## src/rtl/time_set_pkg.sv

```systemverilog
// Shared types, BCD limits and helpers for the front-panel time-setting logic.
package time_set_pkg;

   // Edit FSM states; 2'd3 is unused and falls back to S_IDLE.
   typedef enum logic [1:0] {
      S_IDLE = 2'd0,
      S_HOUR = 2'd1,
      S_MIN  = 2'd2
   } state_t;

   localparam logic [3:0] HOUR_MAX_T = 4'd2;
   localparam logic [3:0] HOUR_MAX_U = 4'd3;
   localparam logic [3:0] MIN_MAX_T  = 4'd5;
   localparam logic [3:0] MIN_MAX_U  = 4'd9;

   // Bits needed for a counter that runs 0 .. n-1 (at least one bit).
   function automatic int cnt_w(input int n);
      return (n <= 2) ? 1 : $clog2(n);
   endfunction

   // True when {t,u} is valid BCD and does not exceed {max_t,max_u}.
   function automatic logic bcd_valid(input logic [3:0] t, input logic [3:0] u,
                                      input logic [3:0] max_t, input logic [3:0] max_u);
      return (u <= 4'd9) && ((t < max_t) || ((t == max_t) && (u <= max_u)));
   endfunction

   // BCD increment of a two-digit field, wrapping {max_t,max_u} back to 00.
   function automatic logic [7:0] bcd_inc(input logic [7:0] v,
                                          input logic [3:0] max_t, input logic [3:0] max_u);
      logic [3:0] t;
      logic [3:0] u;
      t = v[7:4];
      u = v[3:0];
      if ((t == max_t) && (u == max_u)) return 8'h00;
      if (u == 4'd9) return {t + 4'd1, 4'd0};
      return {t, u + 4'd1};
   endfunction

endpackage

```

## src/rtl/time_set_ctrl_btn_debounce.sv

```systemverilog
// Push-button conditioner: two-flop synchronizer, stability filter and a
// single-cycle pulse on each debounced press (no pulse on release).
module btn_debounce
   import time_set_pkg::*;
#(
   parameter int DB_CYCLES = 50000
) (
   input  logic clk,
   input  logic rst_n,
   input  logic btn_raw,
   output logic rise
);

   localparam int CW = cnt_w(DB_CYCLES);
   localparam logic [CW-1:0] CNT_LAST = CW'(DB_CYCLES - 1);

   logic          sync_a;
   logic          sync_b;
   logic          level;
   logic [CW-1:0] stab_cnt;

   // Bring the asynchronous button level into the clk domain.
   always_ff @(posedge clk or negedge rst_n) begin
      if (!rst_n) begin
         sync_a <= 1'b0;
         sync_b <= 1'b0;
      end else begin
         sync_a <= btn_raw;
         sync_b <= sync_a;
      end
   end

   // Accept a new level only after DB_CYCLES consecutive differing samples.
   always_ff @(posedge clk or negedge rst_n) begin
      if (!rst_n) begin
         stab_cnt <= '0;
         level    <= 1'b0;
         rise     <= 1'b0;
      end else begin
         rise <= 1'b0;
         if (sync_b == level) begin
            stab_cnt <= '0;
         end else if (stab_cnt == CNT_LAST) begin
            stab_cnt <= '0;
            level    <= sync_b;
            rise     <= sync_b;
         end else begin
            stab_cnt <= stab_cnt + 1'b1;
         end
      end
   end

endmodule

```

## src/rtl/time_set_ctrl.sv

```systemverilog
// Front-panel time-setting controller: debounced mode/up buttons drive an
// edit FSM that holds and loads the hour or minute BCD counter.
module time_set_ctrl
   import time_set_pkg::*;
#(
   parameter int DB_CYCLES      = 50000,
   parameter int TIMEOUT_CYCLES = 500000000,
   parameter int BLINK_CYCLES   = 25000000
) (
   input  logic       clk,
   input  logic       rst_n,
   input  logic       btn_mode,
   input  logic       btn_up,
   input  logic [3:0] cur_h1,
   input  logic [3:0] cur_h2,
   input  logic [3:0] cur_m1,
   input  logic [3:0] cur_m2,
   output logic       set_hour,
   output logic       set_min,
   output logic [3:0] set_num1,
   output logic [3:0] set_num2,
   output logic [1:0] mode,
   output logic       blink
);

   localparam int TO_W = cnt_w(TIMEOUT_CYCLES);
   localparam int BL_W = cnt_w(BLINK_CYCLES);
   localparam logic [TO_W-1:0] TO_LAST = TO_W'(TIMEOUT_CYCLES - 1);
   localparam logic [BL_W-1:0] BL_LAST = BL_W'(BLINK_CYCLES - 1);

   state_t          state, state_nxt;
   logic [7:0]      edit_h, edit_h_nxt;
   logic [7:0]      edit_m, edit_m_nxt;
   logic [TO_W-1:0] to_cnt, to_cnt_nxt;
   logic [BL_W-1:0] bl_cnt, bl_cnt_nxt;
   logic            blink_nxt;
   logic            mode_pulse;
   logic            up_pulse;

   btn_debounce #(.DB_CYCLES(DB_CYCLES)) u_db_mode (
      .clk     (clk),
      .rst_n   (rst_n),
      .btn_raw (btn_mode),
      .rise    (mode_pulse)
   );

   btn_debounce #(.DB_CYCLES(DB_CYCLES)) u_db_up (
      .clk     (clk),
      .rst_n   (rst_n),
      .btn_raw (btn_up),
      .rise    (up_pulse)
   );

   // State, edit values, idle timeout and blink generator registers.
   always_ff @(posedge clk or negedge rst_n) begin
      if (!rst_n) begin
         state  <= S_IDLE;
         edit_h <= '0;
         edit_m <= '0;
         to_cnt <= '0;
         bl_cnt <= '0;
         blink  <= 1'b0;
      end else begin
         state  <= state_nxt;
         edit_h <= edit_h_nxt;
         edit_m <= edit_m_nxt;
         to_cnt <= to_cnt_nxt;
         bl_cnt <= bl_cnt_nxt;
         blink  <= blink_nxt;
      end
   end

   // Next-state, edit arithmetic and output decode; mode beats up in the same cycle.
   always_comb begin
      state_nxt  = state;
      edit_h_nxt = edit_h;
      edit_m_nxt = edit_m;
      to_cnt_nxt = to_cnt;
      bl_cnt_nxt = bl_cnt;
      blink_nxt  = blink;
      set_hour   = 1'b0;
      set_min    = 1'b0;
      set_num1   = 4'd0;
      set_num2   = 4'd0;
      mode       = 2'd0;

      case (state)
         S_IDLE: begin
            if (mode_pulse) begin
               state_nxt  = S_HOUR;
               edit_h_nxt = bcd_valid(cur_h1, cur_h2, HOUR_MAX_T, HOUR_MAX_U) ?
                            {cur_h1, cur_h2} : 8'h00;
            end
         end
         S_HOUR: begin
            set_hour = 1'b1;
            mode     = 2'd1;
            set_num1 = edit_h[7:4];
            set_num2 = edit_h[3:0];
            if (mode_pulse) begin
               state_nxt  = S_MIN;
               edit_m_nxt = bcd_valid(cur_m1, cur_m2, MIN_MAX_T, MIN_MAX_U) ?
                            {cur_m1, cur_m2} : 8'h00;
            end else if (up_pulse) begin
               edit_h_nxt = bcd_inc(edit_h, HOUR_MAX_T, HOUR_MAX_U);
            end else if (to_cnt == TO_LAST) begin
               state_nxt = S_IDLE;
            end
         end
         S_MIN: begin
            set_min  = 1'b1;
            mode     = 2'd2;
            set_num1 = edit_m[7:4];
            set_num2 = edit_m[3:0];
            if (mode_pulse) begin
               state_nxt = S_IDLE;
            end else if (up_pulse) begin
               edit_m_nxt = bcd_inc(edit_m, MIN_MAX_T, MIN_MAX_U);
            end else if (to_cnt == TO_LAST) begin
               state_nxt = S_IDLE;
            end
         end
         default: state_nxt = S_IDLE;
      endcase

      // Idle timeout restarts on any activity and only runs in edit states.
      if (mode_pulse || up_pulse || (state_nxt != state) || (state == S_IDLE))
         to_cnt_nxt = '0;
      else
         to_cnt_nxt = to_cnt + 1'b1;

      // Blink phase restarts on every state change and stays low in idle.
      if ((state_nxt != state) || (state_nxt == S_IDLE)) begin
         bl_cnt_nxt = '0;
         blink_nxt  = 1'b0;
      end else if (bl_cnt == BL_LAST) begin
         bl_cnt_nxt = '0;
         blink_nxt  = ~blink;
      end else begin
         bl_cnt_nxt = bl_cnt + 1'b1;
      end
   end

endmodule

```

## config.mk

```make
export PLATFORM = sky130hd
export DESIGN_NAME = time_set_ctrl
export DESIGN_NICKNAME = d
export VERILOG_FILES = /design/src/rtl/time_set_pkg.sv /design/src/rtl/time_set_ctrl_btn_debounce.sv /design/src/rtl/time_set_ctrl.sv
export SDC_FILE = /design/constraint.sdc
export NUM_CORES = 1
export LEC_CHECK = 0
export BUFFER_PORTS_ARGS = -buffer_cell sky130_fd_sc_hd__buf_4
export CAP_MARGIN = 20
export CORE_MARGIN = 2
export CORE_UTILIZATION = 55
export CTS_BUF_LIST = sky130_fd_sc_hd__clkbuf_8
export CTS_CLUSTER_SIZE = 25
export DETAILED_ROUTE_END_ITERATION = 7
export HOLD_SLACK_MARGIN = 0.1
export PLACE_DENSITY = 0.73
export SYNTH_ARGS = -nofsm -noshare
export SYNTH_HDL_FRONTEND = slang
export SYNTH_SLANG_ARGS = --single-unit
```

## constraint.sdc

```tcl
create_clock -name clk -period 4.3 [get_ports clk]
set_clock_uncertainty 0.1 [all_clocks]
set_input_delay 0.215 -clock clk [delete_from_list [all_inputs] [get_ports clk]]
set_output_delay 0.215 -clock clk [all_outputs]
set_load 0.01 [all_outputs]
```

; Word level (Yosys, flattened, before mapping)
; Cells that the tools add are included.
[totals]
in_bits = 20
regBits = 113
memories = 0
mem_bits_ro = 0
ramBits = 0
wordCells = 141
latchBits = 0
[op_classes]
n_lt_le_gt_ge = 5
mux = 60
bitwise_logic = 3
addsub = 8
n_div = 0
n_mul = 0
eq_ne = 24
shifts = 0
n_reduce_logical = 23
[ops]
columns = operator, n
row1 = two-way mux 8 bit, 16
row2 = two-way mux 16 bit, 4
row3 = two-way mux 25 bit, 2
row4 = "adder 16 x 1 -> 16 bit, second input constant", 2
row5 = "== test 16 bit, second input constant", 2
row6 = case mux 8 bit (2 select lines), 2
row7 = "adder 29 x 1 -> 29 bit, second input constant", 1
row8 = "== test 29 bit, second input constant", 1
row9 = two-way mux 29 bit, 1
row10 = two-way mux 1 bit, 26
row11 = "adder 25 x 1 -> 25 bit, second input constant", 1
row12 = "== test 25 bit, second input constant", 1
row13 = "adder 4 x 1 -> 4 bit, second input constant", 4
row14 = case mux 4 bit (2 select lines), 2
row15 = "== test 4 x 2 -> 1 bit, second input constant", 3
row16 = two-way mux 2 bit, 5
row17 = AND reduction 5 bit, 2
row18 = "== test 4 x 3 -> 1 bit, second input constant", 2
row19 = "== test 4 bit, second input constant", 2
row20 = "less-or-equal comparator 4 bit, second input constant", 2
row21 = "!= test 2 x 1 -> 1 bit, second input constant", 4
row22 = AND reduction 4 bit, 2
row23 = logical AND 1 bit, 6
row24 = logical OR 1 bit, 6
row25 = other kinds (15), 24

; Depth between registers and ports, before layout
[logic_depth]
depth_word = 15
depth_mapped = 9

; Modules after synthesis
; A second synthesis with hierarchy kept.
[unflattened]
cells_unflattened = 639
area_unflattened_um2 = 6169.7
[by_module_without_submodules]
columns = mod, seq_area_each_um2, area_per_inst_um2, cells_per_inst, n_inst
row1 = time_set_ctrl, 1826.8, 4232.8, 457, 1
row2 = btn_debounce, 500.5, 968.4, 91, 2

; Worst setup path before layout
; OpenSTA, ideal clock, no wires.
[synth_timing]
path_type = register to register
startpoint = reg to_cnt[8]
endpoint = reg to_cnt[22]
period_less_slack_ps = 2149
path_buffers = 2
path_slack_ps = 2151
arrival_time_ps = 1931
stages_incl_launch_ff = 8
path_cell_list = dfrtp_1 or4b_1 nor4_1 a31oi_1 a32oi_1 buf_4 buf_6 nor2_1
[synth_between]
elab_chain_len = 9
elab_cells_between_ends = 11
[synth_lines]
columns = element, line
row1 = start: declaration, time_set_ctrl.sv:34  ; logic [TO_W-1:0] to_cnt, to_cnt_nxt;
row2 = start signal: assignment, time_set_ctrl.sv:67  ; to_cnt <= to_cnt_nxt;
row3 = == test 29 bit, "time_set_ctrl.sv:106, time_set_ctrl.sv:119"
row4 = two-way mux 2 bit, "time_set_ctrl.sv:106, time_set_ctrl.sv:119"
row5 = two-way mux 2 bit, time_set_ctrl.sv:104  ; end else if (up_pulse) begin
row6 = two-way mux 2 bit (on tied branches), "time_set_ctrl.sv:115, time_set_ctrl.sv:100"
row7 = case mux 2 bit (3 select lines), time_set_ctrl.sv:87  ; case (state)
row8 = != test 2 bit, time_set_ctrl.sv:127  ; if (mode_pulse || up_pulse || (state_nxt != state) || (state == S_IDLE))
row9 = logical OR 1 bit (2 in series), time_set_ctrl.sv:127
row10 = two-way mux 29 bit *, time_set_ctrl.sv:127
row11 = via to_cnt_nxt[22], time_set_ctrl.sv:34
; The timed path passes the listed nets; every way through them passes the cells marked *.
; A chain may end at the register's enable or synchronous reset.

; Worst setup path after layout
[layout_timing]
startpoint = reg state[1]
endpoint = reg edit_m[2]
[layout_between]
elab_chain_len = 3
elab_cells_between_ends = 8
[layout_lines]
columns = element, line
row1 = start: declaration, time_set_ctrl.sv:31  ; state_t state, state_nxt;
row2 = start signal: assignment, time_set_ctrl.sv:64  ; state <= state_nxt;
row3 = == test 2 x 1 -> 1 bit or == test 2 bit (tied branches), time_set_ctrl.sv:87
row4 = != test 2 x 1 -> 1 bit (no source line) (tied with other cells), n/a
row5 = AND reduction 4 bit (no source line), n/a
row6 = end signal: assignment, time_set_ctrl.sv:66  ; edit_m <= edit_m_nxt;
row7 = end: declaration, time_set_ctrl.sv:33  ; logic [7:0] edit_m, edit_m_nxt;
; Parallel ways exist; a longest one is shown, timed or not.

==> reports/qor.txt <==
=================================================================================
Met1 Usage GRT                                                              27.4%
Clock latency on the worst-skew pair                                      0.43 ns
Number of synthesized flops with an enable pin                                  0
Via count of the first global-routing pass                                   4605
Number of buffers added on ports                                               32
Worst hold path stage count                                                     4
Commonest cells after routing, fill and taps aside                   113 x dfrtp_1, 104 x nor2_1, 49 x nand2_1
Layout cell share with drive strength beyond 1                              10.6%
FF+latch count, synth                                                         113
# IOs                                                                          33
Distinct cell type count of the synthesized netlist                            54
Number of antenna violations at the first check in global routing               0
Worst supply voltage drop on vdd                                       0.000292 V
Area of the mapped netlist                                               5890 um2
Num CTS Buffers                                                                17
Depth of the worst register-to-register path                                    6
Max-slew violation total from the final report                                  0
Worst endpoint required time                                              4.51 ns
Layout overhead on the synthesized area                                     16.9%
Arrival @ worst endpoint                                                  2.93 ns
Setup repair after global routing missed its margin                         false
Post-Layout Inst Area                                                    6890 um2
Final Routed Wirelength                                                   12.1 mm
DR iter-0 viols                                                               333
Y dimension of the die                                                     108 um
Final setup violation count                                                     0
Hold_sp                                                                 cur_h1[2]
Avg Vias per Cell                                                            5.70
Count of vias placed by the detailed router                                  4714
Synthesis warning total                                                         0
Final-stage net count                                                         715
TNS Setup                                                                    0 ns
Critical register-to-register path startpoint                        state[1]$_DFF_PN0_
Outcome                                                              finished, final reports clean
Power density over the cells                                           330 nW/um2
Total grt overflow                                                              0
Starting utilization of the core area                                       56.8%
Pre-CTS worst setup slack                                                 1.62 ns
Startpoint Class                                                         register
Destination of the worst register-to-register timing path            edit_m[2]$_DFFE_PN0P_
Leading cell type in the layout, fill and taps excluded                   dfrtp_1
Detail Placement HPWL                                                     7.84 mm
Critical path fanouts, max                                                     18
DRC violations left                                                             0
Diodes inserted                                                                 0
Number of optimization iterations in the first detailed-route pass              5
Final critical delay including setup and external delays                  2.72 ns
Most crowded layer after global routing                                      met2
Worst Setup Path Type                                                  reg -> reg
Fraction of registers with async set or reset after synthesis                100%
Sequential cell area fraction in the yosys report                           48.0%
Die ar.                                                                 11600 um2
Reported leakage power                                                    2.85 nW
Share of the clock period used by the worst path                            63.2%
Type of the most critical hold path                                     in -> reg
Max-cap violations                                                              0
GP Congestion                                                               0.844
Global-route wire length before repair                                    20.5 mm
Count of H-tree levels built during CTS                                         4
Global Route met3 Usage                                                     4.54%
Max_slew headroom                                                           40.7%
Worst slew pin tran                                                      0.882 ns
Post_cts resized                                                                0
Count of final hold-check violations                                            0
Detail-routed net length per standard cell                                14.6 um
Clk Tree Root Cell                                                       clkbuf_8
Core Area                                                               10400 um2
Met2 track demand over resource                                             37.2%
Site row count                                                                 37
Aggregate global-route resource usage                                       22.2%
Endpoint class of the critical path                                      register
End point of the worst hold path                                     edit_h[0]$_DFFE_PN0P_
Peak Freq                                                                 368 MHz
Primary FF master, synth                                                  dfrtp_1
Die span in x                                                              108 um
Worst R2R Setup Slack                                                     1.58 ns
Count of nets left with antenna violations after detail routing                 0
Post-synthesis average cell area                                         9.46 um2
Worst path setup slack after routing                                      1.58 ns
Pin count of the biggest net entering global routing                           83
CTS tree                                                                     done
Clk slew on worst S/H paths                                               0.07 ns
CTS sink cnt                                                                  113
Cell area after placement                                                6230 um2
Number of nets produced by synthesis                                          659
Maximum root-to-sink buffer count                                               2
Synthesized instance count                                                    623
=================================================================================
stage by stage:
stage | power, W | hold slack (ns) | cells | util [%]
finish | 0.00227 | 0.126 | 827 | 66.4
global route | 0.00234 | 0.148 | 827 | 66.4
CTS | 0.00229 | 0.100 | 822 | 65.9
detailed placement | 0.00116 | 0.226 | 775 | 60.1
global placement | 0.00116 | 0.225 | 774 | 60.0
floorplan | 0.00112 | -0.181 | 623 | -
layout make-up:
class                      count  area [um2]
inverter                      17        63.8
timing repair buffer          57         485
tap                          136         170
fill                         806        3480
sequential                   113        2830
clock buffer                  18         248
multi-input combinational    473        2900
clock inverter                13         194
worst max-delay path, stage by stage (launching register included):
cell	delay, ns
dfrtp_1	0.45
inv_1	0.14
ha_1	0.56
inv_1	0.19
o221ai_1	0.67
o22ai_1	0.18
a221o_1	0.32
routing by layer:
layer,routed length (um),vias up
li1,-,2278
met1,5430,2318
met2,6020,94
met3,384,24
met4,263,0
met5,0,-
worst max path at each step:
stage	from	endpoint	slack [ns]
floorplan	to_cnt[8]$_DFF_PN0_	to_cnt[22]$_DFF_PN0_	2.15
global placement	state[1]$_DFF_PN0_	edit_m[2]$_DFFE_PN0P_	1.75
detailed placement	state[1]$_DFF_PN0_	edit_m[2]$_DFFE_PN0P_	1.62
CTS	state[1]$_DFF_PN0_	edit_m[2]$_DFFE_PN0P_	1.61
global route	state[1]$_DFF_PN0_	edit_m[6]$_DFFE_PN0P_	1.35
finish	state[1]$_DFF_PN0_	edit_m[2]$_DFFE_PN0P_	1.58
sequential cells by signal, summed over array words and instances, names as in the netlist, 2 cells and up:
signal              count
edit_h                  8
u_db_up.stab_cnt       16
u_db_mode.stab_cnt     16
state                   2
to_cnt                 29
edit_m                  8
bl_cnt                 25
cells in the mapped netlist (2+ instances only):
library cell	instances	area [um2]
nand3b_1	2	15.0
and4_1	6	52.6
dfrtp_1	113	2830
or3_1	3	18.8
inv_1	17	63.8
a22oi_1	9	67.6
ha_1	16	200
xor2_1	42	368
a221oi_1	2	17.5
a21oi_1	15	75.1
nand4_1	20	125
nor2_1	104	390
o21ai_0	15	75.1
nand3_1	38	190
nor3_1	28	140
buf_2	3	15.0
nor3b_1	5	37.5
mux2_2	2	22.5
nand2_1	49	184
nor4_1	9	56.3
and3_1	18	113
and2_1	2	12.5
o21a_1	2	15.0
xnor2_1	37	324
a31oi_1	2	12.5
nor2b_1	11	68.8
a211oi_1	4	30.0
o22ai_1	2	12.5
clkbuf_1	12	45.0
or4b_1	2	20.0
nor4b_1	4	35.0
o31ai_1	3	22.5
buf_4	4	30.0
a21o_1	2	15.0
cell families (layout without fill, tap and decap cells):
group / count (synthesis) / after routing / synth area share, %
and+or+nand+nor: 307 / 307 / 25.7
xor gates and xnor gates: 79 / 79 / 11.7
DFF: 113 / 113 / 48.0
adders and majority gates: 16 / 16 / 3.40
muxes: 2 / 2 / 0.382
buffers and inverters: 37 / 105 / 2.80
AOI/OAI and AO/OA: 69 / 69 / 8.02
power by group:
part	leakage (nW)	switching, W	internal (W)
Sequential	1.52	0.00000722	0.00107
Clock	0.231	0.000424	0.000694
Combinational	1.10	0.0000415	0.0000353
repair_timing:
item	4_1_cts	5_1_grt
hold buffers	16	2
setup buffers	0	0
endpoints found under the hold margin	96	5
Note: power is estimated with default switching activity, not from simulation.
